`src/rtl/i2s_tx_unit.sv`:
```
// rtl/i2s_tx_unit.sv - I2S transmitter: 4-deep stereo FIFO, 64-bit frames, sticky underrun/overrun flags
module i2s_tx_unit #(
    parameter int SCK_DIV = 8
) (
    input  logic        clk,
    input  logic        rst_n,
    input  logic        play_in,
    input  logic        tick_in,
    input  logic [23:0] audio0_in,
    input  logic [23:0] audio1_in,
    input  logic        clr_in,
    output logic        req_out,
    output logic        sck_out,
    output logic        ws_out,
    output logic        sdo_out,
    output logic        underrun_out,
    output logic        overrun_out
);
    localparam int CW = (SCK_DIV > 2) ? $clog2(SCK_DIV) : 1;
    localparam logic [CW-1:0] CDIV_LAST = CW'(SCK_DIV - 1);
    localparam logic [CW-1:0] CDIV_HALF = CW'(SCK_DIV / 2);

    typedef enum logic {ST_STOP, ST_PLAY} state_e;

    state_e        state_q, state_d;
    logic [CW-1:0] cdiv_q, cdiv_d;
    logic [5:0]    idx_q, idx_d;
    logic [47:0]   frame_q, frame_d;
    logic [63:0]   frame_bits;
    logic          req_q, sck_q, ws_q, sdo_q, under_q, over_q;
    logic          sck_d, ws_d, sdo_d;
    logic          load, flush;

    logic [47:0]   fifo_mem_q [4];
    logic [1:0]    wr_ptr_q, rd_ptr_q;
    logic [2:0]    count_q;
    logic          fifo_empty, fifo_full, pop, push, under_set, over_set;

    assign fifo_empty = (count_q == 3'd0);
    assign fifo_full  = (count_q == 3'd4);
    // An empty FIFO yields a zero frame; a same-cycle write is stored, never bypassed.
    assign pop        = load && !fifo_empty;
    assign push       = tick_in && (state_q == ST_PLAY) && !flush && (!fifo_full || pop);
    assign under_set  = load && fifo_empty;
    assign over_set   = tick_in && (state_q == ST_PLAY) && !flush && fifo_full && !pop;

    always_comb begin
        state_d    = state_q;
        cdiv_d     = cdiv_q;
        idx_d      = idx_q;
        frame_d    = frame_q;
        load       = 1'b0;
        flush      = 1'b0;
        frame_bits = '0;
        sck_d      = 1'b0;
        ws_d       = 1'b0;
        sdo_d      = 1'b0;

        case (state_q)
            ST_STOP: begin
                if (play_in) begin
                    state_d = ST_PLAY;
                    load    = 1'b1;
                end
            end
            ST_PLAY: begin
                if (cdiv_q == CDIV_LAST) begin
                    cdiv_d = '0;
                    idx_d  = idx_q + 6'd1;
                    if (idx_q == 6'd63) begin
                        if (play_in) begin
                            load = 1'b1;
                        end else begin
                            state_d = ST_STOP;
                            flush   = 1'b1;
                        end
                    end
                end else begin
                    cdiv_d = cdiv_q + CW'(1);
                end
            end
            default: state_d = ST_STOP;
        endcase

        if (load) begin
            frame_d = fifo_empty ? 48'd0 : fifo_mem_q[rd_ptr_q];
        end

        // Outputs are computed from next state so every pin comes straight from a flop.
        frame_bits = {frame_d[47:24], 8'h00, frame_d[23:0], 8'h00};
        if (state_d == ST_PLAY) begin
            sck_d = (cdiv_d >= CDIV_HALF);
            ws_d  = (idx_d >= 6'd31) && (idx_d <= 6'd62);
            sdo_d = frame_bits[6'd63 - idx_d];
        end
    end

    always_ff @(posedge clk or negedge rst_n) begin
        if (!rst_n) begin
            state_q  <= ST_STOP;
            cdiv_q   <= '0;
            idx_q    <= '0;
            frame_q  <= '0;
            req_q    <= 1'b0;
            sck_q    <= 1'b0;
            ws_q     <= 1'b0;
            sdo_q    <= 1'b0;
            under_q  <= 1'b0;
            over_q   <= 1'b0;
            wr_ptr_q <= '0;
            rd_ptr_q <= '0;
            count_q  <= '0;
        end else begin
            state_q <= state_d;
            cdiv_q  <= cdiv_d;
            idx_q   <= idx_d;
            frame_q <= frame_d;
            req_q   <= load;
            sck_q   <= sck_d;
            ws_q    <= ws_d;
            sdo_q   <= sdo_d;
            under_q <= (under_q && !clr_in) || under_set;
            over_q  <= (over_q && !clr_in) || over_set;
            if (flush) begin
                wr_ptr_q <= '0;
                rd_ptr_q <= '0;
                count_q  <= '0;
            end else begin
                if (push) wr_ptr_q <= wr_ptr_q + 2'd1;
                if (pop)  rd_ptr_q <= rd_ptr_q + 2'd1;
                count_q <= count_q + {2'b00, push} - {2'b00, pop};
            end
        end
    end

    always_ff @(posedge clk) begin
        if (push) fifo_mem_q[wr_ptr_q] <= {audio0_in, audio1_in};
    end

    assign req_out      = req_q;
    assign sck_out      = sck_q;
    assign ws_out       = ws_q;
    assign sdo_out      = sdo_q;
    assign underrun_out = under_q;
    assign overrun_out  = over_q;
endmodule
```
`config.mk`:
```
export PLATFORM = sky130hd
export DESIGN_NAME = i2s_tx_unit
export DESIGN_NICKNAME = d
export VERILOG_FILES = /design/src/rtl/i2s_tx_unit.sv
export SDC_FILE = /design/constraint.sdc
export NUM_CORES = 1
export LEC_CHECK = 0
export BUFFER_PORTS_ARGS = -buffer_cell sky130_fd_sc_hd__buf_2
export CORE_UTILIZATION = 50
export CTS_CLUSTER_SIZE = 40
export DETAILED_ROUTE_END_ITERATION = 7
export PLACE_DENSITY_LB_ADDON = 0.08
export SLEW_MARGIN = 20
export SYNTH_ARGS = -nofsm -noshare
export SYNTH_HDL_FRONTEND = slang
export SYNTH_SLANG_ARGS = --single-unit
```
`constraint.sdc`:
```
create_clock -name clk -period 8 [get_ports clk]
set_input_delay 1.2 -clock clk [delete_from_list [all_inputs] [get_ports clk]]
set_output_delay 1.2 -clock clk [all_outputs]
set_load 0.01 [all_outputs]
```
## Word level (Yosys, flattened, before mapping)

Memories as Yosys holds them, arrays and structs flattened.
Index checks and enable logic that the tools add are counted.

- Memories kept: 1
- Memory bits (writable): 192
- Flip-flop bits (word level): 71
- Logic and storage cells: 79
- Output and inout bits: 6

Memories:

| memory | depth | width | rd ports | clocked after memory_dff | wr ports | line | text |
|---|---|---|---|---|---|---|---|
| fifo_mem_q | 4 | 48 | 1 | 0 | 1 | 34 | `logic [47:0] fifo_mem_q [4];` |

- Reductions and logical operators: 21
- Bitwise operators: 1
- Order comparisons: 4
- Multiplexer cells: 29
- $add $sub $neg: 7
- Equal/unequal tests: 3

Operator list:

| kind | number |
|---|---|
| 48-bit 2-to-1 mux | 2 |
| 1-bit 2-to-1 mux | 15 |
| 6-bit 2-to-1 mux | 2 |
| 1-bit logical AND | 10 |
| 3-bit 2-to-1 mux | 3 |
| 2-bit 2-to-1 mux | 4 |
| 6-bit by 7-bit < comparator with 1-bit output (second input constant) | 1 |
| 6-bit by 1-bit adder with 6-bit output (second input constant) | 1 |
| 1-bit binary-select mux with 6-bit select | 1 |
| 3-bit equality test (second input constant) | 2 |
| 6-bit equality test (second input constant) | 1 |
| 6-bit by 5-bit greater-or-equal comparator with 1-bit output (second input constant) | 1 |
| 6-bit less-or-equal comparator (second input constant) | 1 |
| 6-bit subtractor (first input constant) | 1 |
| 1-bit logical NOT | 5 |
| 2-bit by 1-bit adder with 2-bit output (second input constant) | 2 |
| 1-bit one-hot mux with 2 select lines | 2 |
| 2-bit nonzero test | 2 |
| 3-bit by 1-bit adder with 3-bit output | 1 |
| 3-bit by 1-bit adder with 3-bit output (second input constant) | 1 |
| 3-bit greater-or-equal comparator (second input constant) | 1 |
| 3-bit logical NOT | 1 |
| 1-bit logical OR | 3 |
| 3-bit by 1-bit subtractor with 3-bit output | 1 |
| 1-bit NOT | 1 |

## Logic depth before layout (Yosys ltp)

- Word-level depth: 10
- Depth in mapped cells: 17
- Depth with buffers taken out: 15

## Worst setup path after synthesis

OpenSTA, ideal clock, no wires.

- Path type: input -> register
- Start point: input play_in
- End point: memory fifo_mem_q[0][0] (enable)
- Setup time: 0.410 ns
- Required time: 7.590 ns
- Arrival time: 3.190 ns
- Slack: 4.399 ns
- Stages on the path: 6
- Buffers on the path: 1
- Cells stage by stage: nand4_1 > clkbuf_1 > nor2_1 > a21oi_1 > nor2_1 > and2_1

- Word-level cells in the longest chain between the ends: 9

RTL lines:

| element | line | text |
|---|---|---|
| from (decl) | 7 | `input logic play_in,` |
| 1-bit 2-to-1 mux, on equally long branches | 61, 71 |  |
| 1-bit 2-to-1 mux | 70 | `if (idx_q == 6'd63) begin` |
| 1-bit 2-to-1 mux | 67 | `if (cdiv_q == CDIV_LAST) begin` |
| 1-bit one-hot mux with 2 select lines / 1-bit 2-to-1 mux (equally long branches) | 59 | `case (state_q)` |
| 1-bit logical AND / 1-bit logical NOT (equally long branches) | 42, 43 |  |
| 1-bit logical OR / 1-bit logical AND (equally long branches) | 43 | `assign push = tick_in && (state_q == ST_PLAY) && !flush && (!fifo_full \|\| pop);` |
| 1-bit logical AND * | 43 |  |
| 1-bit 2-to-1 mux * | 137 | `if (push) fifo_mem_q[wr_ptr_q] <= {audio0_in, audio1_in};` |
| 1-bit 2-to-1 mux (not written as such) * | 137 |  |
| to (decl) | 34 |  |

Mark *: on every way between the ends. The rest lies on a longest branch, timed or not.

## Final worst setup path

- Start point: input play_in
- End point: register count_q[2]

- Word-level cells in the longest chain between the ends: 10

RTL lines:

| element | line | text |
|---|---|---|
| 1-bit 2-to-1 mux * | 61, 71 |  |
| 1-bit 2-to-1 mux | 70 |  |
| 1-bit 2-to-1 mux | 67 |  |
| 1-bit one-hot mux with 2 select lines * | 59 |  |
| named net load | 32 | `logic load, flush;` |
| 1-bit logical AND * | 42 | `assign pop = load && !fifo_empty;` |
| 1-bit logical OR | 43 |  |
| 1-bit logical AND | 43 |  |
| 3-bit by 1-bit adder with 3-bit output | 131 | `count_q <= count_q + {2'b00, push} - {2'b00, pop};` |
| 3-bit by 1-bit subtractor with 3-bit output * | 131 |  |
| 3-bit 2-to-1 mux * | 124 | `if (flush) begin` |
| to (signal assigned) | 131 |  |
| to (decl) | 36 | `logic [2:0] count_q;` |

Mark *: on every way through the listed nets, which the timed path passes. The rest lies on a longest branch.
A chain may end at the register's enable or synchronous reset.

==> impl_results.md <==
- Post-route minimum period: 4360 ps
- CP peak stage delay: 1010 ps
- RSZ-0062 raised after global routing: no
- Final setup TNS: 0 ps
- Rel. slew slack: 26.5%
- Worst flop-to-flop path startpoint: state_q
- Main synth FF type: edfxtp_1
- Critical path arrival: 4740 ps
- Max cap viols: 0
- Final Hold Vio Count: 0
- Post-CTS Setup Inserts: 0
- Vias/cell: 5.78
- DP HPWL: 12.5 mm
- Post-synth EDFFs: 192
- DR pass1 iterations: 4
- CP Class: in2reg
- Synthesized cell area: 10600 sq um
- Power Total: 4050 uW
- Bufs on Longest Clock Path: 3
- Leakage power: 0.00442 uW
- Worst setup path endpoint: count_q[2]
- Crit. End Element: flop
- Total track usage: 20.2%
- Drt initial violations: 378
- Port Buffers: 58
- Number of synthesized register bits: 263
- Clk pin slew, worst setup/hold paths: 60 ps
- Startpoint Class: input pin
- Core Area: 20500 sq um
- CTS H-tree lvls: 1
- CP Cell Sequence: buf_2 > nand2b_1 > o21a_2 > inv_4 > nand2b_1 > inv_2 > ha_1 > inv_1 > ha_1 > inv_1 > fa_1 > xor2_1 > xnor2_1 > nor2_1
- Final period util: 54.5%
- First-pass GRT wire length: 33.5 mm
- Initial Utilization: 51.5%
- Worst-Margin Slew: 1100 ps
- Hold Path Origin: frame_q[17]
- Critical Path RT: 8380 ps
- Final non-filler cell total: 947
- Initial antenna violation count: 0
- Vias: 5471
- Row count: 52
- Pins Over Slew Limit: 0
- Worst Skew: 10.4 ps
- Num ports: 59
- Post-Syn Area per Cell: 17.8 sq um
- CTS root buf: clkbuf_16
- Drc violations: 0
- # clock sinks: 263
- Crit path max-delay cell type: o21a_2
- Worst setup startpoint: play_in
- Cells on worst reg2reg path: 13
- Final setup viols: 0
- RD Place Congestion: 0.790
- Layout net count: 720
- PwrDens: 338 nW/um^2
- Largest net degree at the start of global routing: 72
- Routed WL: 20.5 mm
- Hold_buf cts: 0
- Seq/Total Area, Yosys: 71.4%
- Share of cells above drive strength 1: 26.7%
- Antenna cell count: 0
- Chip Height: 147 um
- Routed Antenna Nets: 0
- Syn_nets: 658
- Worst hold path type: reg2reg
- Async S/R FF share, synth: 27.0%
- Status: finished clean
- Ys Warns: 0
- Commonest non-fill, non-tap cell in the layout: edfxtp_1
- Global route overflow: 0
- Average wire per standard cell: 21.7 um
- CTS tree: built
- CP max FO: 54
- FF-to-FF End: count_q[2]
- Library cells used by synthesis: 60
- Most frequent cells in the layout: edfxtp_1, dfrtp_1, buf_2
- Reg-to-reg slack, setup: 3770 ps
- Placed insts: 898
- Vias in the first global route: 5941
- Post-Syn Instances: 595
- Clock latency on the worst-skew pair: 530 ps
- Achievable frequency: 229 MHz
- Die area: 21700 sq um
- Final Util: 58.6%
- VDD IR-drop max: 0.000214 V
- Die width: 147 um
- Number of buffers created by CTS: 27
- P&R area growth vs syn: 13.6%
- Post-CTS Resized: 0
==> metrics by stage <==
stage	hold WS (ps)	setup slack, ps	cell area [sq um]
after floorplan	446	4400	10600
after global placement	460	3290	11100
after detailed placement	462	3120	11100
after CTS	479	3670	12000
after global routing	504	3370	12000
final	479	3640	12000
==> worst min-delay path by stage <==
| stage | to | slack [ps] | cells past startpoint |
|---|---|---|---|
| after detailed placement | frame_q[17] | 460 | 1 |
| final | frame_q[17] | 480 | 1 |
| after global routing | frame_q[17] | 500 | 1 |
| after CTS | frame_q[17] | 480 | 1 |
| after global placement | frame_q[17] | 460 | 1 |
| after floorplan | frame_q[17] | 450 | 1 |
==> critical path: cells and delay by family <==
family | cells | cell delay (ps)
xor gates and xnor gates | 2 | 320
buffers and inverters | 5 | 540
AOI/OAI and AO/OA | 1 | 1010
and+or+nand+nor | 3 | 810
adders and majority gates | 3 | 860
==> where the power goes <==
| part | switching [uW] | total, uW | internal [uW] |
|---|---|---|---|
| Combinational | 538 | 888 | 350 |
| Sequential | 91.0 | 1850 | 1760 |
| Clock | 500 | 1310 | 814 |
==> cells in the mapped netlist (all sizes together) (2+ instances only) <==
library cell,n,area share [%]
ha,9,1.1
nand3,4,0.31
nor3,7,0.44
mux4,49,10
o211ai,20,1.4
edfxtp,192,55
or2,2,0.12
nor4,7,0.41
mux2,5,0.57
o31a,2,0.17
and2,6,0.36
mux2i,10,0.95
nor2b,2,0.12
inv,37,1.3
buf,25,1.7
a221oi,2,0.17
a31o,2,0.17
nand4,4,0.24
nor2,30,1.1
clkbuf,10,0.36
xnor2,6,0.50
a22o,25,2.1
xor2,5,0.41
o31ai,19,1.4
nor3b,4,0.28
dfrtp,71,17
o21a,2,0.14
o21ai,4,0.19
nand2,11,0.41
a21oi,4,0.19
nand2b,2,0.12
==> routing by layer <==
metal / wire length (um) / up-vias / share of wire (%) / track usage [%]
met4: 268 / 0 / 1.3 / 4.38
met3: 917 / 21 / 4.5 / 3.51
li1: - / 2468 / - / -
met1: 8910 / 2853 / 43 / 27.7
met5: 0 / - / 0 / 0
met2: 10400 / 129 / 51 / 34.1
==> registers in the layout, summed over array words and instances, names as in the netlist, 2 cells and up, named ones only <==
name,cells
frame_q,48
fifo_mem_q,192
idx_q,6
rd_ptr_q,2
count_q,3
wr_ptr_q,2
==> layout make-up <==
| type | instances | area, sq um |
|---|---|---|
| timing repair buffer | 68 | 365 |
| clock inverter | 16 | 240 |
| tap | 270 | 338 |
| clock buffer | 33 | 698 |
| sequential | 263 | 7550 |
| multi-input combinational | 260 | 2670 |
| inverter | 37 | 141 |
| fill | 1570 | 8490 |
==> cell families after synthesis <==
logic type	after synthesis	synth area share (%)
and+or+nand+nor	82	4.12
muxes	64	12.0
adders and majority gates	10	1.26
xor gates and xnor gates	11	0.912
DFF	263	71.4
AOI/OAI and AO/OA	93	7.00
buffers and inverters	72	3.35
Power figures use the tool's default switching activity.
